**config.mk**
```make
export PLATFORM = sky130hd
export DESIGN_NAME = pwm_shift_scheduler_flat
export DESIGN_NICKNAME = d
export VERILOG_FILES = /design/src/rtl/pwm_shift_scheduler_if.sv /design/src/rtl/pwm_shift_scheduler.sv /design/src/flat_wrapper.sv
export SDC_FILE = /design/constraint.sdc
export NUM_CORES = 1
export LEC_CHECK = 0
export BUFFER_PORTS_ARGS = -buffer_cell sky130_fd_sc_hd__buf_4
export CELL_PAD_IN_SITES_DETAIL_PLACEMENT = 0
export CELL_PAD_IN_SITES_GLOBAL_PLACEMENT = 1
export CORE_MARGIN = 3
export CORE_UTILIZATION = 53
export DETAILED_ROUTE_END_ITERATION = 8
export PLACE_DENSITY_LB_ADDON = 0.12
export SYNTH_ARGS = -nofsm -noshare
export SYNTH_HDL_FRONTEND = slang
export SYNTH_SLANG_ARGS = --single-unit
```
**constraint.sdc**
```tcl
create_clock -name clk -period 4.8 [get_ports clk]
set_clock_uncertainty 0.1 [all_clocks]
set_input_delay 0.72 -clock clk [delete_from_list [all_inputs] [get_ports clk]]
set_output_delay 0.72 -clock clk [all_outputs]
set_load 0.01 [all_outputs]
```
**src/rtl/pwm_shift_scheduler_if.sv**
```systemverilog
// Config write port and shift-register drive signals of the PWM scheduler.
interface pwm_shift_scheduler_if #(
   parameter int unsigned NCH = 8,
   parameter int unsigned DW  = 8
);
   localparam int unsigned AW = (NCH > 1) ? $clog2(NCH) : 1;

   logic          enable;
   logic          cfg_we;
   logic [AW-1:0] cfg_addr;
   logic [DW-1:0] cfg_duty;
   logic          cfg_commit;
   logic          sr_data;
   logic          sr_shift;
   logic          sr_latch;
   logic          sr_clear;
   logic [DW-1:0] step;
   logic          period_start;
   logic          busy;

   modport master (
      output enable, cfg_we, cfg_addr, cfg_duty, cfg_commit,
      input  sr_data, sr_shift, sr_latch, sr_clear, step, period_start, busy
   );

   modport slave (
      input  enable, cfg_we, cfg_addr, cfg_duty, cfg_commit,
      output sr_data, sr_shift, sr_latch, sr_clear, step, period_start, busy
   );
endinterface

```
**src/rtl/pwm_shift_scheduler.sv**
```systemverilog
// Per-step serial frame sequencer for an NCH-deep PWM shift register with
// double-buffered duty configuration applied at period boundaries.
module pwm_shift_scheduler #(
   parameter int unsigned NCH      = 8,
   parameter int unsigned PERIOD   = 100,
   parameter int unsigned DW       = 8,
   parameter int unsigned PRESCALE = 16
) (
   input logic clk,
   input logic reset_n,
   pwm_shift_scheduler_if.slave bus
);
   localparam int unsigned AW = (NCH > 1) ? $clog2(NCH) : 1;
   localparam int unsigned PW = (PRESCALE > 1) ? $clog2(PRESCALE) : 1;

   typedef enum logic [2:0] {CLR, CLRLATCH, IDLE, SHIFT, LATCH} state_t;

   state_t        state, state_next;
   logic          in_reset;
   logic [PW-1:0] prescaler;
   logic [AW-1:0] bit_cnt;
   logic [AW-1:0] idx;
   logic [DW-1:0] step_q;
   logic [DW-1:0] shadow      [NCH];
   logic [DW-1:0] shadow_next [NCH];
   logic [DW-1:0] active      [NCH];
   logic          commit_pending;
   logic          tick;
   logic          do_commit;

   assign tick      = (state == IDLE) && bus.enable && (prescaler == PW'(PRESCALE - 1));
   assign do_commit = tick && (step_q == '0) && (commit_pending || bus.cfg_commit);
   assign idx       = AW'(NCH - 1) - bit_cnt;

   // A write landing in the commit cycle must reach the active copy.
   always_comb begin
      for (int unsigned i = 0; i < NCH; i++) begin
         shadow_next[i] = shadow[i];
         if (bus.cfg_we && (bus.cfg_addr == AW'(i))) shadow_next[i] = bus.cfg_duty;
      end
   end

   always_comb begin
      state_next       = state;
      bus.sr_clear     = 1'b0;
      bus.sr_latch     = 1'b0;
      bus.sr_shift     = 1'b0;
      bus.sr_data      = 1'b0;
      bus.period_start = 1'b0;
      bus.busy         = 1'b0;
      case (state)
         CLR:      state_next = CLRLATCH;
         CLRLATCH: state_next = IDLE;
         IDLE:     if (tick) state_next = SHIFT;
         SHIFT:    if (bit_cnt == AW'(NCH - 1)) state_next = LATCH;
         LATCH:    state_next = IDLE;
         default:  state_next = CLR;
      endcase
      // Outputs stay quiet for as long as reset is held.
      if (!in_reset) begin
         bus.busy = (state != IDLE);
         case (state)
            CLR:      bus.sr_clear = 1'b1;
            CLRLATCH: bus.sr_latch = 1'b1;
            SHIFT: begin
               bus.sr_shift = 1'b1;
               bus.sr_data  = (step_q < active[idx]);
            end
            LATCH: begin
               bus.sr_latch     = 1'b1;
               bus.period_start = (step_q == '0);
            end
            default: ;
         endcase
      end
   end

   assign bus.step = step_q;

   always_ff @(posedge clk) begin
      if (!reset_n) begin
         in_reset       <= 1'b1;
         state          <= CLR;
         prescaler      <= '0;
         bit_cnt        <= '0;
         step_q         <= '0;
         commit_pending <= 1'b0;
         for (int unsigned i = 0; i < NCH; i++) begin
            shadow[i] <= '0;
            active[i] <= '0;
         end
      end else begin
         in_reset <= 1'b0;
         // CLR is held one extra cycle so the clear pulse is visible after release.
         if (!in_reset) state <= state_next;

         for (int unsigned i = 0; i < NCH; i++) begin
            shadow[i] <= shadow_next[i];
            if (do_commit) active[i] <= shadow_next[i];
         end
         if (do_commit)           commit_pending <= 1'b0;
         else if (bus.cfg_commit) commit_pending <= 1'b1;

         if ((state == IDLE) && !bus.enable)
            prescaler <= '0;
         else if ((state == IDLE) || (state == SHIFT) || (state == LATCH))
            prescaler <= (prescaler == PW'(PRESCALE - 1)) ? '0 : prescaler + 1'b1;

         if ((state == SHIFT) && (bit_cnt != AW'(NCH - 1))) bit_cnt <= bit_cnt + 1'b1;
         else                                               bit_cnt <= '0;

         if (state == LATCH)
            step_q <= (step_q == DW'(PERIOD - 1)) ? '0 : step_q + 1'b1;
      end
   end
endmodule

```
**src/flat_wrapper.sv**
```systemverilog
// flat-port wrapper written by rule: the top's interface ports become plain ports
module pwm_shift_scheduler_flat 
#(
   parameter int unsigned NCH      = 8,
   parameter int unsigned PERIOD   = 100,
   parameter int unsigned DW       = 8,
   parameter int unsigned PRESCALE = 16
)
  (clk, reset_n, bus_enable, bus_cfg_we, bus_cfg_addr, bus_cfg_duty, bus_cfg_commit, bus_sr_data, bus_sr_shift, bus_sr_latch, bus_sr_clear, bus_step, bus_period_start, bus_busy);
  pwm_shift_scheduler_if #(.NCH(NCH), .DW(DW)) bus_i ();
  input logic clk;
  input logic reset_n;
  input wire logic [$bits(bus_i.enable)-1:0] bus_enable;
  input wire logic [$bits(bus_i.cfg_we)-1:0] bus_cfg_we;
  input wire logic [$bits(bus_i.cfg_addr)-1:0] bus_cfg_addr;
  input wire logic [$bits(bus_i.cfg_duty)-1:0] bus_cfg_duty;
  input wire logic [$bits(bus_i.cfg_commit)-1:0] bus_cfg_commit;
  output wire logic [$bits(bus_i.sr_data)-1:0] bus_sr_data;
  output wire logic [$bits(bus_i.sr_shift)-1:0] bus_sr_shift;
  output wire logic [$bits(bus_i.sr_latch)-1:0] bus_sr_latch;
  output wire logic [$bits(bus_i.sr_clear)-1:0] bus_sr_clear;
  output wire logic [$bits(bus_i.step)-1:0] bus_step;
  output wire logic [$bits(bus_i.period_start)-1:0] bus_period_start;
  output wire logic [$bits(bus_i.busy)-1:0] bus_busy;
  assign bus_i.enable = bus_enable;
  assign bus_i.cfg_we = bus_cfg_we;
  assign bus_i.cfg_addr = bus_cfg_addr;
  assign bus_i.cfg_duty = bus_cfg_duty;
  assign bus_i.cfg_commit = bus_cfg_commit;
  assign bus_sr_data = bus_i.sr_data;
  assign bus_sr_shift = bus_i.sr_shift;
  assign bus_sr_latch = bus_i.sr_latch;
  assign bus_sr_clear = bus_i.sr_clear;
  assign bus_step = bus_i.step;
  assign bus_period_start = bus_i.period_start;
  assign bus_busy = bus_i.busy;
  pwm_shift_scheduler #(.NCH(NCH), .PERIOD(PERIOD), .DW(DW), .PRESCALE(PRESCALE)) u_core (.clk(clk), .reset_n(reset_n), .bus(bus_i));
endmodule
```
Word-level counts from Yosys, hierarchy flattened. Memory sizes are Yosys's and may differ from the RTL's. Cells that the tools add are included. W data, S select, Z words.

Register bits after elaboration: 20. Memory bits (writable): 128. Input bits: 16. Output and inout port bits: 14. Logic and storage cells: 120. Memories: 2.

$add $sub $neg: 4. Magnitude comparators: 1. Equality and inequality tests: 18. Muxes and demuxes: 45. Bitwise logic cells: 18. Reduce and logical (&&, ||, !) cells: 26.

Memories: u_core.active (depth 8, width 8, read ports 1, clocked after memory_dff 0, write ports 8, line pwm_shift_scheduler.sv:26) `logic [DW-1:0] active [NCH];`; u_core.shadow (depth 8, width 8, read ports 8, clocked after memory_dff 0, write ports 8, line pwm_shift_scheduler.sv:24) `logic [DW-1:0] shadow [NCH];`.

Operators by type and width (number): $mux W8 (25); $eq A3 B3 Y1 const B (6); $mux W1 (16); $or A1 B1 Y1 (16); $logic_and A1 B1 Y1 (14); $eq A3 B2 Y1 const B (4); $pmux W3 S4 (1); $add A8 B1 Y8 const B (1); $eq A8 B7 Y1 const B (1); $logic_not A8 Y1 (1); $lt A8 B8 Y1 (1); $eq A3 B1 Y1 const B (2); $logic_not A3 Y1 (2); $mux W3 (2); $reduce_or A2 Y1 (3); $add A4 B1 Y4 const B (1); $eq A4 B4 Y1 const B (1); $mux W4 (1); $ne A2 B1 Y1 const B (2); $add A3 B1 Y3 const B (1); $logic_or A1 B1 Y1 (3); $ne A3 B2 Y1 const B (1); $ne A3 B3 Y1 const B (1); $reduce_and A3 Y1 (1); 4 further kinds (5).

Longest topological paths before layout. Gate-level depths: netlist of run 1.

Word-level depth: 9. Mapped depth: 9. Gate-level depth less buffers: 7.

Least setup slack after synthesis of run 1. OpenSTA, ideal clock, no wires.

Path type: reg2out. From: register u_core.bit_cnt[0]. To: output port bus_sr_data. Data arrival time: 2.618 ns. Required time: 3.980 ns. Slack: 1.362 ns. Stages on the path, launching flop included: 10. Path buffers: 2. Path through: dfxtp_1 -> buf_2 -> buf_2 -> mux4_2 -> mux2i_1 -> ha_1 -> a2111oi_0 -> o31a_1 -> o211ai_1 -> a21oi_1.

Cells in the longest elaborated chain, start to end: 5.

RTL lines: from (decl) (line pwm_shift_scheduler.sv:21) `logic [AW-1:0] bit_cnt;`; from (signal assigned) (line pwm_shift_scheduler.sv:109) `if ((state == SHIFT) && (bit_cnt != AW'(NCH - 1))) bit_cnt <= bit_cnt + 1'b1;`; $sub A3 B3 Y3 (line pwm_shift_scheduler.sv:33) `assign idx = AW'(NCH - 1) - bit_cnt;`; $mem_v2 Z8 W8; $lt A8 B8 Y1 (line pwm_shift_scheduler.sv:67) `bus.sr_data = (step_q < active[idx]);`; $mux W1 (line pwm_shift_scheduler.sv:62) `case (state)`; $mux W1 (line pwm_shift_scheduler.sv:60) `if (!in_reset) begin`; to (decl) (line flat_wrapper.sv:18) `output wire logic [$bits(bus_i.sr_data)-1:0] bus_sr_data;`.

Every way passes these cells.

Worst setup path after layout of run 1. Ends and elaborated chain as after synthesis.

==> results of run 1 <==
==> cells in the mapped netlist (2+ instances only) <==
library cell | count | share of area, %
sky130_fd_sc_hd__mux2i_1 | 8 | 1.2
sky130_fd_sc_hd__a21oi_1 | 73 | 5.6
sky130_fd_sc_hd__or3_1 | 4 | 0.38
sky130_fd_sc_hd__clkbuf_1 | 27 | 1.6
sky130_fd_sc_hd__and2_1 | 4 | 0.38
sky130_fd_sc_hd__a2111o_1 | 2 | 0.35
sky130_fd_sc_hd__xor2_1 | 4 | 0.54
sky130_fd_sc_hd__ha_1 | 12 | 2.3
sky130_fd_sc_hd__nor2_1 | 18 | 1.0
sky130_fd_sc_hd__o21ai_1 | 2 | 0.15
sky130_fd_sc_hd__nand3b_1 | 3 | 0.35
sky130_fd_sc_hd__nand4_1 | 5 | 0.48
sky130_fd_sc_hd__clkbuf_2 | 8 | 0.62
sky130_fd_sc_hd__a211oi_2 | 40 | 7.7
sky130_fd_sc_hd__nor3b_2 | 2 | 0.38
sky130_fd_sc_hd__buf_6 | 6 | 1.0
sky130_fd_sc_hd__and3_1 | 3 | 0.29
sky130_fd_sc_hd__o21ai_0 | 9 | 0.69
sky130_fd_sc_hd__nand3_1 | 7 | 0.54
sky130_fd_sc_hd__nand2_1 | 140 | 8.1
sky130_fd_sc_hd__mux4_2 | 15 | 5.2
sky130_fd_sc_hd__nor3_1 | 4 | 0.31
sky130_fd_sc_hd__edfxtp_1 | 64 | 30
sky130_fd_sc_hd__dfxtp_1 | 84 | 26
sky130_fd_sc_hd__xnor2_1 | 4 | 0.54
sky130_fd_sc_hd__nor4_1 | 3 | 0.29
sky130_fd_sc_hd__nor2b_1 | 12 | 1.2
sky130_fd_sc_hd__inv_1 | 5 | 0.29
sky130_fd_sc_hd__buf_2 | 6 | 0.46
sky130_fd_sc_hd__buf_4 | 2 | 0.23
==> layout make-up <==
class	count	area share (%)
clock buffers	18	5.98
flip-flops and latches	148	49.1
clock inverters	14	2.85
well taps	143	2.44
repair buffers	34	3.48
inverters	5	0.290
multi-input cells	392	35.9
==> per-layer routing <==
layer	part of all wire [%]	vias to the layer above	GRT usage [%]	routed length [um]
met4	1.9	0	9.02	285
met3	4.7	21	4.16	700
met5	0	-	0	0
met1	47	2189	33.4	6910
met2	47	120	35.6	6910
li1	-	2143	-	-
==> worst register-to-register path, stage by stage, from the launching register on <==
cell and delay [ns]:
sky130_fd_sc_hd__dfxtp_1 0.52, sky130_fd_sc_hd__nor3b_2 0.31, sky130_fd_sc_hd__o21ai_1 0.10, sky130_fd_sc_hd__or3_2 0.48, sky130_fd_sc_hd__buf_4 0.34, sky130_fd_sc_hd__nand2_2 0.16, sky130_fd_sc_hd__buf_4 0.67
==> worst paths after layout <==
kind	startpoint	to	slack [ns]
worst min-delay path	u_core.shadow[0][58]	u_core.shadow[0][58]	0.36
worst max register to register	u_core.state[1]	u_core.active[3][4]	1.71
worst min register to register	u_core.shadow[0][58]	u_core.shadow[0][58]	0.36
worst max-delay path	u_core.bit_cnt[0]	bus_sr_data	0.77
==> through the flow <==
step | power [mW] | hold WS (ns) | util [%]
final | 2.94 | 0.358 | 62.7
after global routing | 3.03 | 0.383 | 62.7
after CTS | 2.95 | 0.358 | 62.7
after detailed placement | 1.52 | 0.350 | 57.2
after global placement | 1.52 | 0.343 | 57.2
after floorplan | 1.47 | 0.334 | -
==> report_power, final <==
part	internal [mW]	total, mW	switching [mW]	leakage [nW]
sequential	1.35	1.37	0.0196	1.34
clock	0.932	1.44	0.513	0.311
combinational	0.0410	0.127	0.0863	0.777
==> cells by family after synthesis <==
group	share of synthesized area [%]
AOI/OAI and AO/OA	15.7
muxes	6.59
DFF	55.4
and+or+nand+nor	14.8
buffers and inverters	4.19
xor gates and xnor gates	1.08
adders and majority gates	2.31
==> registers in the layout, summed over array words and instances (netlist names) <==
name,flops
u_core.state,3
u_core.commit_pending,1
u_core.bit_cnt,3
u_core.prescaler,4
u_core.active,64
u_core.bus.step,8
u_core.shadow,64
u_core.in_reset,1
==> impl_summary.md, run 1 <==
STA
The final setup TNS is 0 ns. Timing would allow up to ~0.25 GHz. The share of the clock period used by the worst path after layout is 83.9%. Setup slack on the critical path of the routed design comes to ~0.77 ns.

The count of final max-slew check failures is 0. The number of hold violations in the final report is 0. The actual slew at the worst max-slew pin is around 0.85 ns. The minimum clock period is 4.03 ns. The worst slew margin relative to its limit is between 40% and 50%. Setup repair after global routing left no endpoint under its margin. Setup violations remaining at the end of the flow were counted as 0.

Pwr
The power density over the cells is 400 mW/mm^2. The worst-case IR drop observed on VDD is 0.000267 V. For this design the static power due to leakage is between 2 and 2.5 nW.

Placed design
The post-placement cell area is about 0.0067 mm^2. The pre-CTS setup slack is between 1 and 1.5 ns. Once placement completed, the tool counted placed cells totaling 722. The estimated wirelength of the detail-placed design is 9730 um. During placement, the flow inserted port buffers numbering 29. The last weighted congestion value of the routability-driven placer is 0.853.

Layout
The commonest non-fill, non-tap cell in the layout is sky130_fd_sc_hd__nand2_1. The top cell types in the final layout, fill and taps aside, are sky130_fd_sc_hd__nand2_1, sky130_fd_sc_hd__dfxtp_1, sky130_fd_sc_hd__a21oi_1. The number of antenna diodes is 0. The share of post-route cells with drive strength above 1 is between 20 and 25%. The footprint of the flip-flops and latches is 0.00360 mm^2. The finished cells cover 0.00734 mm^2. After the last flow step, the layout net total stands at between 600 and 700. The area of the multi-input gates is 0.00264 mm^2. The final instance count without filler cells is approximately 750. Relative to the synthesized area, the layout overhead comes to 12.8%. The number of fillers in the final layout is 960.

Job
The reported max-cap violation count is 0.

Synthesis
The post-synthesis cell area is 0.00651 mm^2. The number of synthesized flops with an enable pin is 64. Yosys printed 0 warnings.

The net count after synthesis is 622. After technology mapping, the gate count stands at 594. For this run, asynchronously set or reset flops after synthesis account for 0%.

The number of unique standard cell types used by synthesis is 48. Sequential cells were found to cover 55.4% of the synthesized design area. The average footprint of a synthesized cell is 11.0 um^2. The most used flip-flop cell after synthesis is sky130_fd_sc_hd__dfxtp_1. After synthesis the netlist holds a flip-flop and latch count of 148.

Routing
Dividing the detail-routed wire length by the instance count gives 19.6 um. In the routed design, unresolved DRC markers number 0. The number of routed nets with antenna violations is 0. The via count of the routed design is between 4,000 and 5,000.

The first-pass iteration count of the detailed router is 4. For this block, the initial DRC count from the detailed router was 356. Dividing the detail-routed via count by the number of cells gives 5.93. Wires add up to 14,800 um.

Die
The horizontal extent of the die is 117 um. From bottom edge to top edge, the die measures 117 um. For this configuration, the core starts out at a cell density of a little under three fifths. The floorplan step defined a die boundary enclosing 0.0136 mm^2. The total area inside the core boundary comes to 0.0117 mm^2. The number of placed I/O pins is 30. The initialized floorplan defines 39 standard-cell rows.

Global route
For this run, the total global-route usage over all layers was measured as 23.3%. The number of global-route vias before repair is approximately 4,300. Global routing finished with a remaining overflow of 0. The largest net degree at the start of global routing is 65. The number of antenna violations at the first check in global routing was 0.

The first global-routing pass estimated 23,400 um of wire.

Status
The flow ran to the end, and the final reports show no timing, DRC or antenna violations.

Worst setup path
The number of logic stages on the critical path including buffering is 9. The slowest cell on the critical path is sky130_fd_sc_hd__mux4_2. The largest fanout on the critical path is 15.

The required time of the critical path is 3.98 ns. The worst setup path is of the reg -> out kind. The arrival time at the worst endpoint is 3.21 ns. The sort of element at the start of the critical path is a register. The depth of the worst register-to-register path is 6. The critical path goes through buf_4 -> mux4_2 -> mux2i_1 -> ha_1 -> a2111oi_0 -> o31a_1 -> o211ai_1 -> a21oi_1 -> buf_4. The critical path's top delay family is compound AO/OA/AOI/OAI gates. The delay contributed by the slowest stage of the critical path is 0.53 ns. The capturing element type of the critical path is an output port. In this design, the critical path's most frequently occurring cell is sky130_fd_sc_hd__buf_4. The total buffers and inverters traversed by the critical path is 2.

CTS
Clock-pin slew was measured on the worst setup and hold paths at 0.06 ns. In this run, CTS created clock tree buffers numbering 17. The number of setup buffers added after CTS is 0. The clock tree buffer depth is 2.

The post-cts gate resize count is 0. The clock tree root driver cell is sky130_fd_sc_hd__clkbuf_16. The clock tree from TritonCTS is built. Clock latency on the worst-skew pair, taken at its later pin, is 0.42 ns. Counting every sink on the clock net gives between 100 and 150. After clock tree synthesis, the flow added hold-fix buffers numbering 0. The total number of H-tree levels is 4.

Worst hold path
The min-delay analysis places its worst path in the category reg -> reg. The worst hold path depth is 2.
Note: power is estimated with default switching activity, not from simulation.
==> run 2, diff against run 1 <==
--- a/config.mk
+++ b/config.mk
@@ -9,7 +9,7 @@
 export CELL_PAD_IN_SITES_DETAIL_PLACEMENT = 0
 export CELL_PAD_IN_SITES_GLOBAL_PLACEMENT = 1
 export CORE_MARGIN = 3
-export CORE_UTILIZATION = 53
+export CORE_UTILIZATION = 44
 export DETAILED_ROUTE_END_ITERATION = 8
 export PLACE_DENSITY_LB_ADDON = 0.12
 export SYNTH_ARGS = -nofsm -noshare
==> constraint.sdc (replaced) <==
create_clock -name clk -period 3.7 [get_ports clk]
set_clock_uncertainty 0.1 [all_clocks]
set_input_delay 0.555 -clock clk [delete_from_list [all_inputs] [get_ports clk]]
set_output_delay 0.555 -clock clk [all_outputs]
set_load 0.01 [all_outputs]
==> run 2 against run 1 <==
Die area rose by 19%. Register-to-register slack got worse by 0.44 ns. Non-clock buffer count rose by 1. Setup slack got worse by 0.61 ns. Sequential power rose by 29%. Clock power rose by 14%. First-iteration DRC count fell by 14%. Largest power group is now sequential cells.
==> impl_summary.md, run 2 (synthesized netlist as in run 1, its figures left out) <==
Status
The run finished with clean final reports.

Placed design
The estimated wirelength of the detail-placed design is about 9900 um. The number of buffers added on ports is 29. The last weighted congestion value of the routability-driven placer is 0.829. After detailed placement, the design holds a cell count of 760. The pre-CTS setup slack is 0.380 ns.

Routing
For this block, the via count after detailed routing is 4,405. Once detail routing completed, the nets flagged for antenna violations numbered 0. The total wirelength of the detailed-routed design is 14,900 um. The number of DRC markers after the initial detailed-route iteration is 306. The via density per instance is 5.56.

Before antenna repair, the detailed router went through 5 iterations. In the final routed layout, each cell accounts on average for 18.8 um. The number of design rule violations left after detail routing is 0.

STA
Setup repair after global routing left no endpoint under its margin. On the final layout, the worst hold slack is 0.268 ns. The worst path setup slack after routing is 0.160 ns. The count of final max-slew check failures is 0. The number of hold violations in the final report is 0. The worst path needs 3.54 ns of the cycle, external delays included.

For this run, the top clock speed supported by timing is between 0.2 and 0.3 GHz. The worst slew margin relative to its limit is 44.3%. The actual slew at the worst max-slew pin is 0.836 ns.

After routing, the total negative slack on setup checks comes to 0 ns. The share of the clock period used by the worst path after layout is 95.7%. The number of failing setup endpoints in the final timing report is 0.

Worst setup path
The worst setup path is captured at an output port. The critical register-to-register path startpoint is u_core.state[1]. The worst setup path is launched from a register.

The depth of the worst register-to-register path is 5. The slowest cell on the critical path is sky130_fd_sc_hd__mux4_2. The arrival time at the worst endpoint is 2.89 ns. The critical path start-end classification is reg -> out.

In this run the critical register-to-register path is captured at u_core.active[1][3]. The cell type with the highest occurrence count on the critical path is sky130_fd_sc_hd__a21oi_1. Along the worst path, the maximum fanout reaches 17. The required time of the critical path is 3.04 ns. In this run the worst setup path begins at u_core.bit_cnt[0].

Walking the worst path, the cells encountered are buf_12 -> mux4_2 -> mux2i_1 -> ha_1 -> a21oi_1 -> nand2_1 -> a2111o_1 -> a21oi_1 -> buf_4. The critical path capture point is bus_sr_data. The worst-case register-to-register setup slack is 1.27 ns.

The delay contributed by the slowest stage of the critical path is 0.51 ns.

Job
The reported max-cap violation count is 0.

CTS
The clock tree root driver cell is sky130_fd_sc_hd__clkbuf_16. CTS built an H-tree with a depth of 4. The clock transition at the register clock pins on the worst setup and hold paths after CTS is around 0.060 ns. TritonCTS built the clock tree.

The total CTS buffers is 17. For this design, the CTS-stage hold fixing added 0 buffers. The clock net sink count is about 150. The later pin in the worst-skew pair is clocked with a latency of 0.42 ns.

In this run the deepest clock path goes through 2 buffers.

Worst hold path
The path category of the worst min-delay check is in -> reg.

Layout
The finished layout holds 792 standard cells, fillers aside. The share of post-route cells with drive strength above 1 is 21.1%. The area added between synthesis and finish is 13.0%. In the final layout, flip-flops and latches occupy between 0.003 and 0.004 mm^2.

The number of antenna diodes is 0. Fill cells in the final layout number 1,248. In the final design database the tool counted roughly 630 nets. Leaving out fill and tap cells, the most frequent cells in the layout are sky130_fd_sc_hd__nand2_1, sky130_fd_sc_hd__dfxtp_1, sky130_fd_sc_hd__a21oi_1. In the final layout, the multi-input gates occupy 0.00264 mm^2. The commonest non-fill, non-tap cell in the layout is sky130_fd_sc_hd__nand2_1.

Die
The area of the die is 0.0163 mm^2. The floorplan has 43 rows. From left edge to right edge, the die measures 128 um. The number of placed I/O pins is 30. The chip height is 128 um. The area of the core is 0.0141 mm^2. For this configuration, the core starts out at a cell density of a little under half.

Pwr
Dividing total power by cell area gives a power density of 487 mW/mm^2. VDD sags by at most about 0.00033 V. The share of total power in sequential cells is 49.5%. The analysis attributes to cell leakage a power of 2.41 nW. The clock network fraction of design power is 45.8%. The proportion of total power due to net switching is 21.9%.

In this run, the combinational gates consume around 4.7% of the power. The total chip power is about 3.6 mW. Summed over all nets, the switching power comes to ~0.8 mW. The internal power is 2.80 mW.

Global route
Global routing finished with a remaining overflow of 0. The highest-utilization routing layer at the global route stage is met2. The first global-routing pass estimated 23,900 um of wire. The total global routing track utilization is 19.5%.

The global routing met3 resource utilization is between 4 and 5%. Entering global routing, the biggest net connects 65 pins. For this run, global-route usage on met1 was measured as 27.9%. The number of global-route vias before repair came to around 4,300. The number of antenna violations at the first check in global routing was 0. For met2 alone, demand over resource in global routing was 29.4%.
-- run 2: changes by cell type in the layout (fill, tap and decap cells not counted), sizes merged --
cell	before	now
buf	34	35
bufinv	5	1
clkbuf	18	24
clkinv	7	4
inv	5	6
-- run 2: power by group through the flow --
stage / registers [mW] / clock network [mW] / logic, mW
final: 1.77 / 1.64 / 0.170
after global routing: 1.77 / 1.75 / 0.188
after CTS: 1.77 / 1.67 / 0.171
after detailed placement: 1.81 / 0 / 0.171
after global placement: 1.80 / 0 / 0.167
after floorplan: 1.79 / 0 / 0.121
-- run 2: timing repair --
action                                  CTS  global route
cloned                                    0             0
setup buffers                             0             0
gates resized for setup                   2             4
endpoints found under the setup margin    1             1
hold endpoints to repair                  0             0
-- run 2: final cells by class --
| cell class | instances | share of cell area, % |
|---|---|---|
| flip-flops and latches | 148 | 49.0 |
| multi-input cells | 392 | 35.8 |
| clock buffers | 24 | 6.69 |
| repair buffers | 35 | 4.08 |
| well taps | 180 | 3.06 |
| clock inverters | 8 | 1.00 |
| inverters | 5 | 0.289 |
-- run 2: through the flow --
step                      utilization (%)  area [um^2]
final                                52.0         7350
after global routing                 52.0         7350
after detailed placement             47.9         6770
after global placement               47.9         6770
after floorplan                         -         6510
after CTS                            51.9         7350
-- run 2: per-layer routing --
layer / part of all wire [%] / vias up
met5: 0 / -
met3: 4.8 / 16
li1: - / 2144
met2: 45 / 108
met4: 1.2 / 0
met1: 49 / 2137
-- run 2: worst min-delay path by stage --
stage                         startpoint               endpoint  depth (start not counted)
floorplan           u_core.shadow[0][40]   u_core.shadow[0][40]                          2
global placement    u_core.shadow[0][47]   u_core.shadow[0][47]                          2
detailed placement  u_core.shadow[0][46]   u_core.shadow[0][46]                          2
CTS                       bus_cfg_commit  u_core.commit_pending                          2
global route              bus_cfg_commit  u_core.commit_pending                          2
finish                    bus_cfg_commit  u_core.commit_pending                          2
-- run 2: worst max-delay path, delay by kind of cell, from the launching register on --
kind,cells,cell delay (ns)
AO/OA/AOI/OAI,3,0.73
multiplexers,2,0.65
flip-flops,1,0.39
buffers and inverters,2,0.35
adder cells (fa/ha/maj),1,0.27
AND/OR/NAND/NOR,1,0.07
